<file path="config.mk">
export PLATFORM = sky130hd
export DESIGN_NAME = microsequencer
export DESIGN_NICKNAME = d
export VERILOG_FILES = /design/src/rtl/microseq_pkg.sv /design/src/rtl/microseq_stack.sv /design/src/rtl/microsequencer.sv
export SDC_FILE = /design/constraint.sdc
export NUM_CORES = 1
export LEC_CHECK = 0
export ABC_CLOCK_PERIOD_IN_PS = 2700
export CORE_ASPECT_RATIO = 0.8
export CORE_MARGIN = 4
export CORE_UTILIZATION = 30
export DETAILED_ROUTE_END_ITERATION = 6
export SLEW_MARGIN = 20
export SYNTH_ARGS = -nofsm -noshare
export SYNTH_HDL_FRONTEND = slang
export SYNTH_HIERARCHICAL = 1
export SYNTH_SLANG_ARGS = --single-unit
export TNS_END_PERCENT = 5
</file>
<file path="constraint.sdc">
create_clock -name clk -period 2.7 [get_ports clk]
set_clock_uncertainty 0.2 [all_clocks]
set_input_delay 0.405 -clock clk [delete_from_list [all_inputs] [get_ports clk]]
set_output_delay 0.405 -clock clk [all_outputs]
set_load 0.05 [all_outputs]
</file>
<file path="src/rtl/microseq_pkg.sv">
// Shared encodings for the microsequencer: next-address types, FSM states, fault codes.
package microseq_pkg;

    localparam logic [2:0] NA_DECODE  = 3'd0;
    localparam logic [2:0] NA_FETCH   = 3'd1;
    localparam logic [2:0] NA_CBRANCH = 3'd2;
    localparam logic [2:0] NA_INC     = 3'd3;
    localparam logic [2:0] NA_JUMP    = 3'd4;
    localparam logic [2:0] NA_CALL    = 3'd5;
    localparam logic [2:0] NA_RET     = 3'd6;
    localparam logic [2:0] NA_WAIT    = 3'd7;

    typedef enum logic [1:0] {
        ST_RESET = 2'd0,
        ST_RUN   = 2'd1,
        ST_FAULT = 2'd2
    } seq_state_e;

    localparam logic [1:0] FC_NONE      = 2'd0;
    localparam logic [1:0] FC_OVERFLOW  = 2'd1;
    localparam logic [1:0] FC_UNDERFLOW = 2'd2;
    localparam logic [1:0] FC_TIMEOUT   = 2'd3;

endpackage

</file>
<file path="src/rtl/microseq_stack.sv">
// Microsubroutine return-address LIFO. DEPTH must be a power of two, at least 2.
module microseq_stack #(
    parameter int DEPTH = 4,
    parameter int W     = 10
) (
    input  logic         clk,
    input  logic         reset_n,
    input  logic         push,
    input  logic         pop,
    input  logic [W-1:0] din,
    output logic [W-1:0] top,
    output logic         full,
    output logic         empty
);

    localparam int AW = $clog2(DEPTH);

    logic [W-1:0]  mem [DEPTH];
    logic [AW:0]   sp;
    logic [AW-1:0] wr_ptr;
    logic [AW-1:0] rd_ptr;

    assign wr_ptr = sp[AW-1:0];
    assign rd_ptr = wr_ptr - AW'(1);
    assign full   = (sp == (AW+1)'(DEPTH));
    assign empty  = (sp == '0);
    assign top    = mem[rd_ptr];

    always_ff @(posedge clk) begin
        if (!reset_n) begin
            sp <= '0;
        end else if (push && !full) begin
            sp <= sp + (AW+1)'(1);
        end else if (pop && !empty) begin
            sp <= sp - (AW+1)'(1);
        end
    end

    // Storage needs no reset; sp alone defines which entries are live.
    always_ff @(posedge clk) begin
        if (reset_n && push && !full) begin
            mem[wr_ptr] <= din;
        end
    end

endmodule

</file>
<file path="src/rtl/microsequencer.sv">
// Next-address sequencer for the microprogrammed control unit.
// Define MICROSEQ_STACK_EN to enable the call/return stack (N=5/N=6).
module microsequencer
    import microseq_pkg::*;
#(
    parameter int                ADDR_W      = 10,
    parameter logic [ADDR_W-1:0] RESET_STATE = 10'd0,
    parameter logic [ADDR_W-1:0] FETCH_STATE = 10'd1,
    parameter logic [ADDR_W-1:0] FAULT_STATE = 10'd1023,
    parameter int                STACK_DEPTH = 4,
    parameter int                MOC_TIMEOUT = 15
) (
    input  logic              clk,
    input  logic              reset_n,
    input  logic [2:0]        N,
    input  logic              inv,
    input  logic [1:0]        select,
    input  logic [ADDR_W-1:0] cr,
    input  logic [ADDR_W-1:0] curr_state,
    input  logic [ADDR_W-1:0] decode_state,
    input  logic [3:0]        cond,
    input  logic              moc,
    output logic [ADDR_W-1:0] next_state,
    output logic              fault,
    output logic [1:0]        fault_code
);

    localparam int                CW  = $clog2(MOC_TIMEOUT + 1);
    localparam logic [CW-1:0]     TMO = CW'(MOC_TIMEOUT);
    localparam logic [ADDR_W-1:0] ONE = ADDR_W'(1);

    seq_state_e        state, state_nx;
    logic [CW-1:0]     wcnt, wcnt_nx, wcnt_inc;
    logic [ADDR_W-1:0] inc;
    logic [1:0]        err;
    logic              c;

    assign inc      = curr_state + ONE;
    assign wcnt_inc = wcnt + CW'(1);
    assign c        = cond[select] ^ inv;

`ifdef MICROSEQ_STACK_EN
    logic              stk_push, stk_pop, stk_full, stk_empty;
    logic [ADDR_W-1:0] stk_top;

    microseq_stack #(
        .DEPTH (STACK_DEPTH),
        .W     (ADDR_W)
    ) u_stack (
        .clk     (clk),
        .reset_n (reset_n),
        .push    (stk_push),
        .pop     (stk_pop),
        .din     (inc),
        .top     (stk_top),
        .full    (stk_full),
        .empty   (stk_empty)
    );
`endif

    always_ff @(posedge clk) begin
        if (!reset_n) begin
            state      <= ST_RESET;
            wcnt       <= '0;
            fault      <= 1'b0;
            fault_code <= FC_NONE;
        end else begin
            state <= state_nx;
            wcnt  <= wcnt_nx;
            // First fault wins: the code is only captured on entry to FAULT.
            if (state == ST_RUN && err != FC_NONE) begin
                fault      <= 1'b1;
                fault_code <= err;
            end
        end
    end

    always_comb begin
        state_nx   = state;
        next_state = RESET_STATE;
        wcnt_nx    = '0;
        err        = FC_NONE;
`ifdef MICROSEQ_STACK_EN
        stk_push   = 1'b0;
        stk_pop    = 1'b0;
`endif
        case (state)
            ST_RESET: begin
                state_nx   = ST_RUN;
                next_state = RESET_STATE;
            end
            ST_RUN: begin
                case (N)
                    NA_DECODE:  next_state = decode_state;
                    NA_FETCH:   next_state = FETCH_STATE;
                    NA_CBRANCH: next_state = c ? cr : inc;
                    NA_INC:     next_state = inc;
                    NA_JUMP:    next_state = cr;
`ifdef MICROSEQ_STACK_EN
                    NA_CALL: begin
                        if (stk_full) begin
                            err = FC_OVERFLOW;
                        end else begin
                            stk_push   = 1'b1;
                            next_state = cr;
                        end
                    end
                    NA_RET: begin
                        if (stk_empty) begin
                            err = FC_UNDERFLOW;
                        end else begin
                            stk_pop    = 1'b1;
                            next_state = stk_top;
                        end
                    end
`else
                    NA_CALL:    next_state = cr;
                    NA_RET:     next_state = FETCH_STATE;
`endif
                    NA_WAIT: begin
                        // moc on the would-be timeout cycle still completes cleanly.
                        if (moc) begin
                            next_state = inc;
                        end else if (wcnt_inc == TMO) begin
                            err = FC_TIMEOUT;
                        end else begin
                            next_state = curr_state;
                            wcnt_nx    = wcnt_inc;
                        end
                    end
                    default: next_state = inc;
                endcase
                if (err != FC_NONE) begin
                    state_nx   = ST_FAULT;
                    next_state = FAULT_STATE;
                    wcnt_nx    = '0;
                end
            end
            ST_FAULT: begin
                next_state = FAULT_STATE;
            end
            default: begin
                state_nx   = ST_RESET;
                next_state = RESET_STATE;
            end
        endcase
        if (!reset_n) begin
            next_state = RESET_STATE;
        end
    end

endmodule

</file>
==> impl_metrics.py <==
metrics = {
    "routing": {
        "via_per_inst": 5.23,
        "wl_um": 4280,
        "drt-pass1-iter-count": 4,
        "antenna_left": 0,
        "drt_first_iter_violations": 70,
        "vias": 1476,
        "wl_per_cell_um": 15.2,
        "drc_errors": 0,
    },
    "critical_path": {
        "crit_arrival_ps": 2140,
        "critPathMaxFanout": 6,
        "setup.worst_path.class": "flip-flop to output pin",
        "startpoint_type": "flip-flop",
        "slowest_stage": "or3_4",
        "cpPeakStageDelay_ps": 410,
        "cp-end-kind": "output pin",
        "required_ps": 2100,
        "cp_cell_sequence": "inv_4 -> ha_4 -> nor2b_4 -> o211a_1 -> or3_4 -> a221oi_4 -> o22ai_2 -> buf_12",
    },
    "yosys": {
        "synth_seq_area_share_pct": 13.5,
        "synth_area_leaders": "dfxtp_1 (14%), ha_1 (6.3%), o2111ai_2 (6.3%)",
        "synth_cells": 154,
        "synth_nets": 203,
        "synth-edff-count": 0,
        "synth_top_area_share_pct": 13.5,
        "synth_most_common_cell": "nand2_1",
        "synth_top_area_cell": "dfxtp_1",
        "ys.flop_type": "dfxtp_1",
        "yosysWarnings": 6,
        "async_reset_ff_share_pct": 0,
        "ys_ff_latch": 8,
        "synth_common_cells": "nand2_1 (15), nor2_1 (12), inv_1 (9), dfxtp_1 (8)",
        "syn_avg_cell_area_sq_um": 7.68,
        "synth_cell_types": 45,
        "synth_area_sq_um": 1180,
    },
    "placed_design": {
        "numPortBuffers": 55,
        "place_congestion": 0.918,
        "place_area_sq_um": 2030,
        "place_ws_ps": -386,
        "dp_hpwl_um": 3390,
    },
    "clock_tree": {
        "clockBufferDepth": 2,
        "cts_tree": "built",
        "clk_latency_ps": 220,
        "htree_levels": 1,
        "cts-root-buf": "clkbuf_8",
        "clk_pin_slew_worst_paths_ps": 40,
        "cts.sinks": 8,
        "cts_buffers": 3,
    },
    "timing": {
        "finalCritPeriodShare_pct": 102,
        "slew_viol_final": 0,
        "hold_viol": 0,
        "layout_setup_ws_ps": -43.8,
        "min_period_ps": 2740,
        "worst_pin_slew_ps": 726,
        "fmax_ghz": 0.364,
        "rsz0062_at_grt": "yes",
        "setup_viol": 1,
        "slew_headroom_pct": 51.4,
    },
    "floorplan": {
        "fp.dieH_um": 64.2,
        "start_util_pct": 31.1,
        "num_rows": 20,
        "die_w_um": 78.2,
        "io_pins": 56,
        "floorplan.core_area_sq_um": 3800,
        "dieArea_sq_um": 5020,
    },
    "cells_and_area": {
        "diodes": 0,
        "drive_above_1_share_pct": 34.8,
        "fin_nets": 278,
        "area_growth_pct": 91.5,
        "final_design_area_no_fill_sq_um": 2260,
        "fillers": 350,
        "final_util_pct": 59.5,
    },
    "global_routing": {
        "overflow": 0,
        "first_global_vias": 1473,
        "grt_max_degree": 17,
        "grt_util_all_layers_pct": 16.4,
        "grt_pass1_wl_um": 6820,
        "antenna_found_initial": 0,
    },
    "status": {
        "outcome": "finished, violations left",
        "violations": "negative setup slack",
    },
    "pwr": {
        "powerDensity_nw_per_um2": 221,
        "p_total_w": 0.000501,
        "peakVddDrop_mv": 0.287,
        "cellLeakagePower_nw": 0.897,
    },
    "hold_path": {
        "hold_class": "flip-flop to flip-flop",
    },
    "flow_run": {
        "maxCapViolCount": 0,
    },
}
[cells by family after synthesis]
logic type | synth area share (%)
compound gates | 33.5
xor+xnor | 9.74
fa+ha+maj | 6.35
buf+inv | 6.45
flops | 13.5
mux | 4.44
simple gates | 25.9
[registers in the layout (all words and copies together), names as in the netlist]
register,flops
fault,1
wcnt,4
fault_code,1
state,2
[worst paths after layout]
kind / from / endpoint / slack [ps] / cells past startpoint
max: wcnt[0] / next_state[8] / -40 / 8
min: fault / fault / 270 / 1
max reg2reg: wcnt[0] / fault / 720 / 7
min reg2reg: fault / fault / 270 / 1
[critical path, delay by kind of cell (launching register included)]
| kind | cells | cell delay, ps |
|---|---|---|
| AOI/OAI and AO/OA | 3 | 590 |
| and+or+nand+nor | 2 | 530 |
| DFF | 1 | 390 |
| buffers and inverters | 2 | 250 |
| adders and majority gates | 1 | 150 |
[timing repair]
| action | 4_1_cts | 5_1_grt |
|---|---|---|
| setup endpoints to repair | 10 | 10 |
| gates resized for setup | 29 | 28 |
| pin swaps | 7 | 7 |
| cloned | 0 | 0 |
| hold buffers | 0 | 0 |
| buffers inserted | 0 | 2 |
[layout by cell type, fill, tap and decap left out, drive strengths merged, types with 5 or more instances in the layout]
cell type / instances
a31oi: 6
dfxtp: 8
ha: 6
clkdlybuf4s50: 38
a21oi: 7
a22o: 5
nor2: 12
o21ai: 6
xor2: 7
buf: 39
nand2: 15
inv: 9
nand3: 7
o2111ai: 7
[per-layer routing]
layer	track usage [%]	routed length (um)	vias to the layer above
met5	0	0	-
met4	3.71	15	0
met3	1.83	177	2
met2	28.7	2110	30
met1	21.6	1980	715
li1	-	-	729
[stage by stage]
step | cells | hold WS, ps | TNS [ps]
CTS | 280 | 260 | -12.8
floorplan | 154 | 249 | -629
detailed placement | 277 | 257 | -3420
global route | 282 | 309 | -425
finish | 282 | 266 | -43.8
global placement | 277 | 253 | -3120
[cell type report]
cell class                 instances  area, sq um  share of cell area, %
clock buffer                       3         41.3                   1.82
inverter                           9         36.3                   1.60
timing repair buffer              79          817                   36.1
multi-input combinational        128         1140                   50.2
tap                               55         68.8                   3.04
sequential                         8          165                   7.29
[report_power, final]
group,internal [W],switching (W),leakage (nW)
Sequential,0.000120,0.00000215,0.0660
Clock,0.0000960,0.0000406,0.0216
Combinational,0.000132,0.000110,0.810
Total,0.000348,0.000153,0.897
No activity file was read; power rests on OpenSTA's default activity.
==> edit 1: new RTL, same settings <==
Change the parameter `MOC_TIMEOUT` from 15 to 30.
--- a/src/rtl/microsequencer.sv
+++ b/src/rtl/microsequencer.sv
@@ -9,5 +9,5 @@
     parameter logic [ADDR_W-1:0] FAULT_STATE = 10'd1023,
     parameter int                STACK_DEPTH = 4,
-    parameter int                MOC_TIMEOUT = 15
+    parameter int                MOC_TIMEOUT = 30
 ) (
     input  logic              clk,
Formal check against the unedited RTL: no difference found for any inputs over 10 cycles, from zero or initial values and one cycle with reset_n low; that may be too few to reach the edited logic, so the function may still have changed.
==> edit 1 against the original RTL <==
  * Worst setup slack improved by 0.092 ns
  * Clock power increased by 16%
  * Largest cell class unchanged
  * Highest routed layer unchanged
  * Count of clock-buffer cells in the layout unchanged
  * Area after synthesis decreased by 0.85%
  * Non-clock buffer count unchanged
  * Design area decreased by 3.3%
  * Sequential cell count increased by 1
  * Total power increased by 14%
  * Via count decreased by 1.3%
  * Register-to-register slack got worse by 0.17 ns
  * Routed wire length decreased by 0.33%
  * Core utilization decreased by 1.6 points
  * Critical path depth unchanged
==> edit 1: results (changes against the original RTL) <==
status=completed (was finished with violations); vias per cell=5.15 (was 5.23); share of post-route cells with drive strength above 1=33.3% (was 34.8%); final hold slack=0.256 ns (was 0.266 ns); Tot GR Track Use=17.1% (was 16.4%); TritonCTS buffer count=3 (unchanged); placed inst area=0.00199 mm² (was 0.00203 mm²); top cells by area, synth=dfxtp_1 15%, o21ai_0 8.1%, ha_1 6.4% (was dfxtp_1 14%, ha_1 6.3%, o2111ai_2 6.3%); R2R Setup Slk=0.55 ns (was 0.72 ns); Fmax achieved=377 MHz (was 364 MHz); Peak VDD IR=289 µV (was 287 µV); CTS H-tree lvls=1 (unchanged); half-perimeter wire length after placement=3260 µm (was 3390 µm); gpl congestion=0.840 (was 0.918); cell total after placement=275 (was 277); clock latency on the worst-skew pair=0.24 ns (was 0.22 ns); final antenna diode count=0 (unchanged); first-pass GRT wire length=7030 µm (was 6820 µm); TritonRoute pass-1 iters=4 (unchanged); Int Power=0.000381 W (was 0.000348 W); LEAKAGE=0.817 nW (was 0.897 nW); vias in the first global route=1533 (was 1473); crit-path max FO=6 (unchanged); Largest regs=wcnt x5, state x2 (was wcnt x4, state x2); Cells after Synth=156 (was 154); Slowest cell on crit path=dfxtp_4 (was or3_4); YS warnings=6 (unchanged); Synth Flop Type=dfxtp_1 (unchanged); mux cell area share after synthesis=2.77% (was 4.44%); most instantiated cells after synthesis=19 x o21ai_0, 12 x nor2_1, 11 x nand2_1, 11 x nand3_1 (was 15 x nand2_1, 12 x nor2_1, 9 x inv_1, 8 x dfxtp_1); dpl ws=-0.502 ns (was -0.386 ns); largest register by flop count=wcnt (unchanged); synth unique cells=37 (was 45); hold crit path type=flop to flop (unchanged); kind of cell adding the most delay to the critical path=simple AND/OR/NAND/NOR gates (was compound AO/OA/AOI/OAI gates); clk slew on worst S/H paths=0.05 ns; Synth Area in Compound Gates=37.5% (was 33.5%); wire per inst=15.1 µm (was 15.2 µm); Slew @ Worst Pin=0.509 ns (was 0.726 ns); CTS root buf=clkbuf_8 (unchanged); crit-path max cell delay=0.36 ns (was 0.41 ns); final WL=4270 µm (was 4280 µm); adder-cell share of the synthesized area=6.40% (was 6.35%); First DRT Iteration DRCs=89 (was 70); CP Data Arrival Time=2.05 ns (was 2.14 ns); port buffer count=55 (unchanged); Synthesized Nets=205 (was 203); Max Root-Sink Buffers=2 (unchanged); initial antenna violation count=0 (unchanged); largest net degree at the start of global routing=20 (was 17); Seq/Total Area, Yosys=15.4% (was 13.5%); xor and xnor fraction of the mapped netlist area=9.61% (was 9.74%); post-synthesis async set-or-reset flop share=0% (unchanged)
[edit 1: cell types whose count changed after synthesis, moves of 4 or more]
cell       change
o21ai_0       +18
a21oi_2        +6
o2111ai_2      -5
a31oi_1        -6
a211oi_1       +4
o21ai_1        -5
nand2_1        -4
o211ai_2       +6
a22oi_1        +7
nand3_1        +4
a22o_1         -5
[edit 1: timing repair]
action / CTS / global route
gates cloned: 0 / 1
setup endpoints to repair: 10 / 10
gates resized for setup: 25 / 31
buffers inserted: 1 / 2
pin swaps: 7 / 13
hold buffers: 0 / 0
[edit 1: power groups by stage]
stage               sequential [W]  combinational (W)  clock [W]
finish                    0.000140           0.000273   0.000159
global route              0.000141           0.000296   0.000169
CTS                       0.000141           0.000262   0.000162
detailed placement        0.000143           0.000256          0
global placement          0.000143           0.000251          0
floorplan                 0.000143           0.000114          0
[edit 1: final timing paths]
check,from,cells after the start,endpoint
setup / recovery,wcnt[0],8,next_state[4]
hold / removal,wcnt[0],1,wcnt[0]
setup reg to reg,wcnt[0],9,state[0]
hold reg to reg,wcnt[0],1,wcnt[0]
[edit 1: cell type report]
type	instances	area, µm²
clock buffers	3	41.3
clock inverters	1	5.00
fillers	334	1590
inverters	7	26.3
multi-input cells	129	1040
flip-flops and latches	9	185
well taps	55	68.8
repair buffers	79	823
[edit 1: kinds of logic after synthesis]
family / Yosys count
AND/OR/NAND/NOR: 48
XOR/XNOR: 12
buffers and inverters: 18
adder cells (fa/ha/maj): 6
flip-flops: 9
multiplexers: 2
AO/OA/AOI/OAI: 61
[edit 1: per-layer routing]
metal	up-vias	wire [µm]	share of wire (%)	GRT usage [%]
met4	0	14	0.33	3.71
met5	-	0	0	0
met3	2	322	7.5	5.21
li1	718	-	-	-
met2	56	2070	49	27.9
met1	681	1860	44	22.2
==> edit 2: new RTL, config.mk and constraints unchanged <==
Without the edit above. Add an input register stage for `select`, without a reset; this delays it by one clock. The other inputs are not delayed to match.
--- a/src/rtl/microsequencer.sv
+++ b/src/rtl/microsequencer.sv
@@ -30,4 +30,10 @@
     localparam logic [ADDR_W-1:0] ONE = ADDR_W'(1);
 
+    logic [1:0] select_q;
+
+    always_ff @(posedge clk) begin
+        select_q <= select;
+    end
+
     seq_state_e        state, state_nx;
     logic [CW-1:0]     wcnt, wcnt_nx, wcnt_inc;
@@ -38,5 +44,5 @@
     assign inc      = curr_state + ONE;
     assign wcnt_inc = wcnt + CW'(1);
-    assign c        = cond[select] ^ inv;
+    assign c        = cond[select_q] ^ inv;
 
 `ifdef MICROSEQ_STACK_EN
Check against the original RTL: not equivalent (Yosys sat finds a counterexample within 4 cycles, from zero or initial values and one cycle with reset_n low).
==> edit 2 against the original RTL <==
  * Design area fell by 2.5%
  * Critical path type unchanged
  * Sequential cell count rose by 2
  * The run still ends with negative setup slack left
  * Sequential share of layout area rose by 1.9 points
  * Routed wire length fell by 2.8%
  * Highest routed layer unchanged
  * Worst setup slack got worse by 0.022 ns
  * Area after synthesis rose by 3.4%
  * Count of clock-buffer cells in the layout did not move
  * First-iteration DRC count rose by 90%
  * Fmax fell by 0.79%
  * Total power rose by 9.7%
  * Global-route usage fell by 0.32 points
  * Cell count rose by 0.71%
==> edit 2: results (changes against the original RTL) <==
Slowest cell on crit path=mux4_2 (was or3_4); Peak VDD IR=240 µV (was 287 µV); Slew HR=53.5% (was 51.4%); vias per cell=5.21 (was 5.23); Fillers=355 (was 350); half-perimeter wire length after placement=3330 µm (was 3390 µm); top cells by area, synth=dfxtp_1 16%, ha_1 6.1%, o2111ai_2 6.1% (was dfxtp_1 14%, ha_1 6.3%, o2111ai_2 6.3%); Max Root-Sink Buffers=2 (unchanged); violated checks=negative setup slack (unchanged); Synthesized Nets=205 (was 203); Seq/Total Area, Yosys=16.4% (was 13.5%); Synth Area in Compound Gates=32.4% (was 33.5%); CTS root buf=clkbuf_8 (unchanged); clk slew on worst S/H paths=0.04 ns (about the same); TritonCTS buffer count=3 (unchanged); first-pass GRT wire length=6750 µm (was 6820 µm); vias in the first global route=1447 (was 1473); largest family of logic cells by synthesized area=compound AO/OA/AOI/OAI gates (unchanged); status=finished with violations (unchanged); Largest regs=wcnt x4, select_q x2, state x2 (was wcnt x4, state x2); Cells after Synth=156 (was 154); setup ws final=-0.0656 ns (was -0.0438 ns); final WL=4160 µm (was 4280 µm); xor and xnor fraction of the mapped netlist area=9.42% (was 9.74%); synth unique cells=45 (unchanged); final antenna diode count=0 (unchanged); Total Neg Setup Slack=-0.297 ns (was -0.0438 ns); Tot GR Track Use=16.1% (was 16.4%); non-filler cells in the finished layout=284 (was 282); most instantiated cells after synthesis=15 x nand2_1, 12 x nor2_1, 10 x dfxtp_1, 9 x inv_1 (was 15 x nand2_1, 12 x nor2_1, 9 x inv_1, 8 x dfxtp_1); share of post-route cells with drive strength above 1=24.5% (was 34.8%); crit-path max cell delay=0.55 ns (was 0.41 ns); LEAKAGE=0.902 nW (was 0.897 nW); adder-cell share of the synthesized area=6.14% (was 6.35%); gpl congestion=0.850 (was 0.918); final worst path period share=102% (about the same); port buffer count=55 (unchanged); largest net degree at the start of global routing=17 (unchanged); setup violation total in the final timing report=7 (was 1); placed inst area=0.00206 mm² (was 0.00203 mm²); mux cell area share after synthesis=4.30% (was 4.44%); First DRT Iteration DRCs=133 (was 70); YS warnings=6 (unchanged)
## edit 2: cell type report
cell class | count | area, µm² | area share (%)
Sequential cell | 10 | 203 | 9.18
Clock buffer | 3 | 41.3 | 1.87
Timing Repair Buffer | 79 | 851 | 38.5
Tap cell | 55 | 68.8 | 3.12
Multi-Input combinational cell | 128 | 1010 | 45.7
Inverter | 9 | 33.8 | 1.53
## edit 2: kinds of logic after synthesis
family                   after synthesis
AO/OA/AOI/OAI                         49
AND/OR/NAND/NOR                       58
XOR/XNOR                              11
adder cells (fa/ha/maj)                6
buffers and inverters                 18
multiplexers                           4
flip-flops                            10
## edit 2: through the flow
step	power (W)	util [%]	setup slack, ns
3_5_place_dp	0.000379	53.3	-0.350
4_1_cts	0.000551	56.4	-0.0869
6_report	0.000549	57.3	-0.0656
3_3_place_gp	0.000376	53.3	-0.321
5_1_grt	0.000582	57.3	-0.157
2_1_floorplan	0.000259	-	-0.194
## edit 2: path summary, 6_finish.rpt
path	startpoint	depth (start not counted)	to	slack, ns
worst max register to register	wcnt[1]	7	state[0]	0.71
worst max-delay path	select_q[0]	7	next_state[6]	-0.07
worst min-delay path	wcnt[0]	1	wcnt[0]	0.26
worst min register to register	wcnt[0]	1	wcnt[0]	0.26
## edit 2: routing by layer
| layer | share of wire, % | vias up | global-route usage (%) |
|---|---|---|---|
| met3 | 7.9 | 3 | 2.88 |
| met1 | 45 | 690 | 20.3 |
| met5 | 0 | - | 0 |
| met2 | 46 | 50 | 28.4 |
| li1 | - | 736 | - |
| met4 | 0.79 | 0 | 3.86 |
## edit 2: worst max-delay path, delay by kind of cell, from the launching register on
kind	cells	cell delay, ns
xor gates and xnor gates	1	0.17
AOI/OAI and AO/OA	2	0.43
buffers and inverters	2	0.33
and+or+nand+nor	1	0.13
muxes	1	0.55
DFF	1	0.32
## edit 2: timing repair
item | CTS | global route
setup buffers | 2 | 2
gates resized for setup | 18 | 3
hold endpoints to repair | 0 | 0
pin swaps | 6 | 6
gates cloned | 0 | 0
endpoints found under the setup margin | 10 | 10
## edit 2: power breakdown
part,switching [W],internal [W],total (W)
Sequential,0.00000239,0.000152,0.000155
Combinational,0.000106,0.000142,0.000248
Clock,0.0000499,0.0000968,0.000147
Total,0.000158,0.000391,0.000549
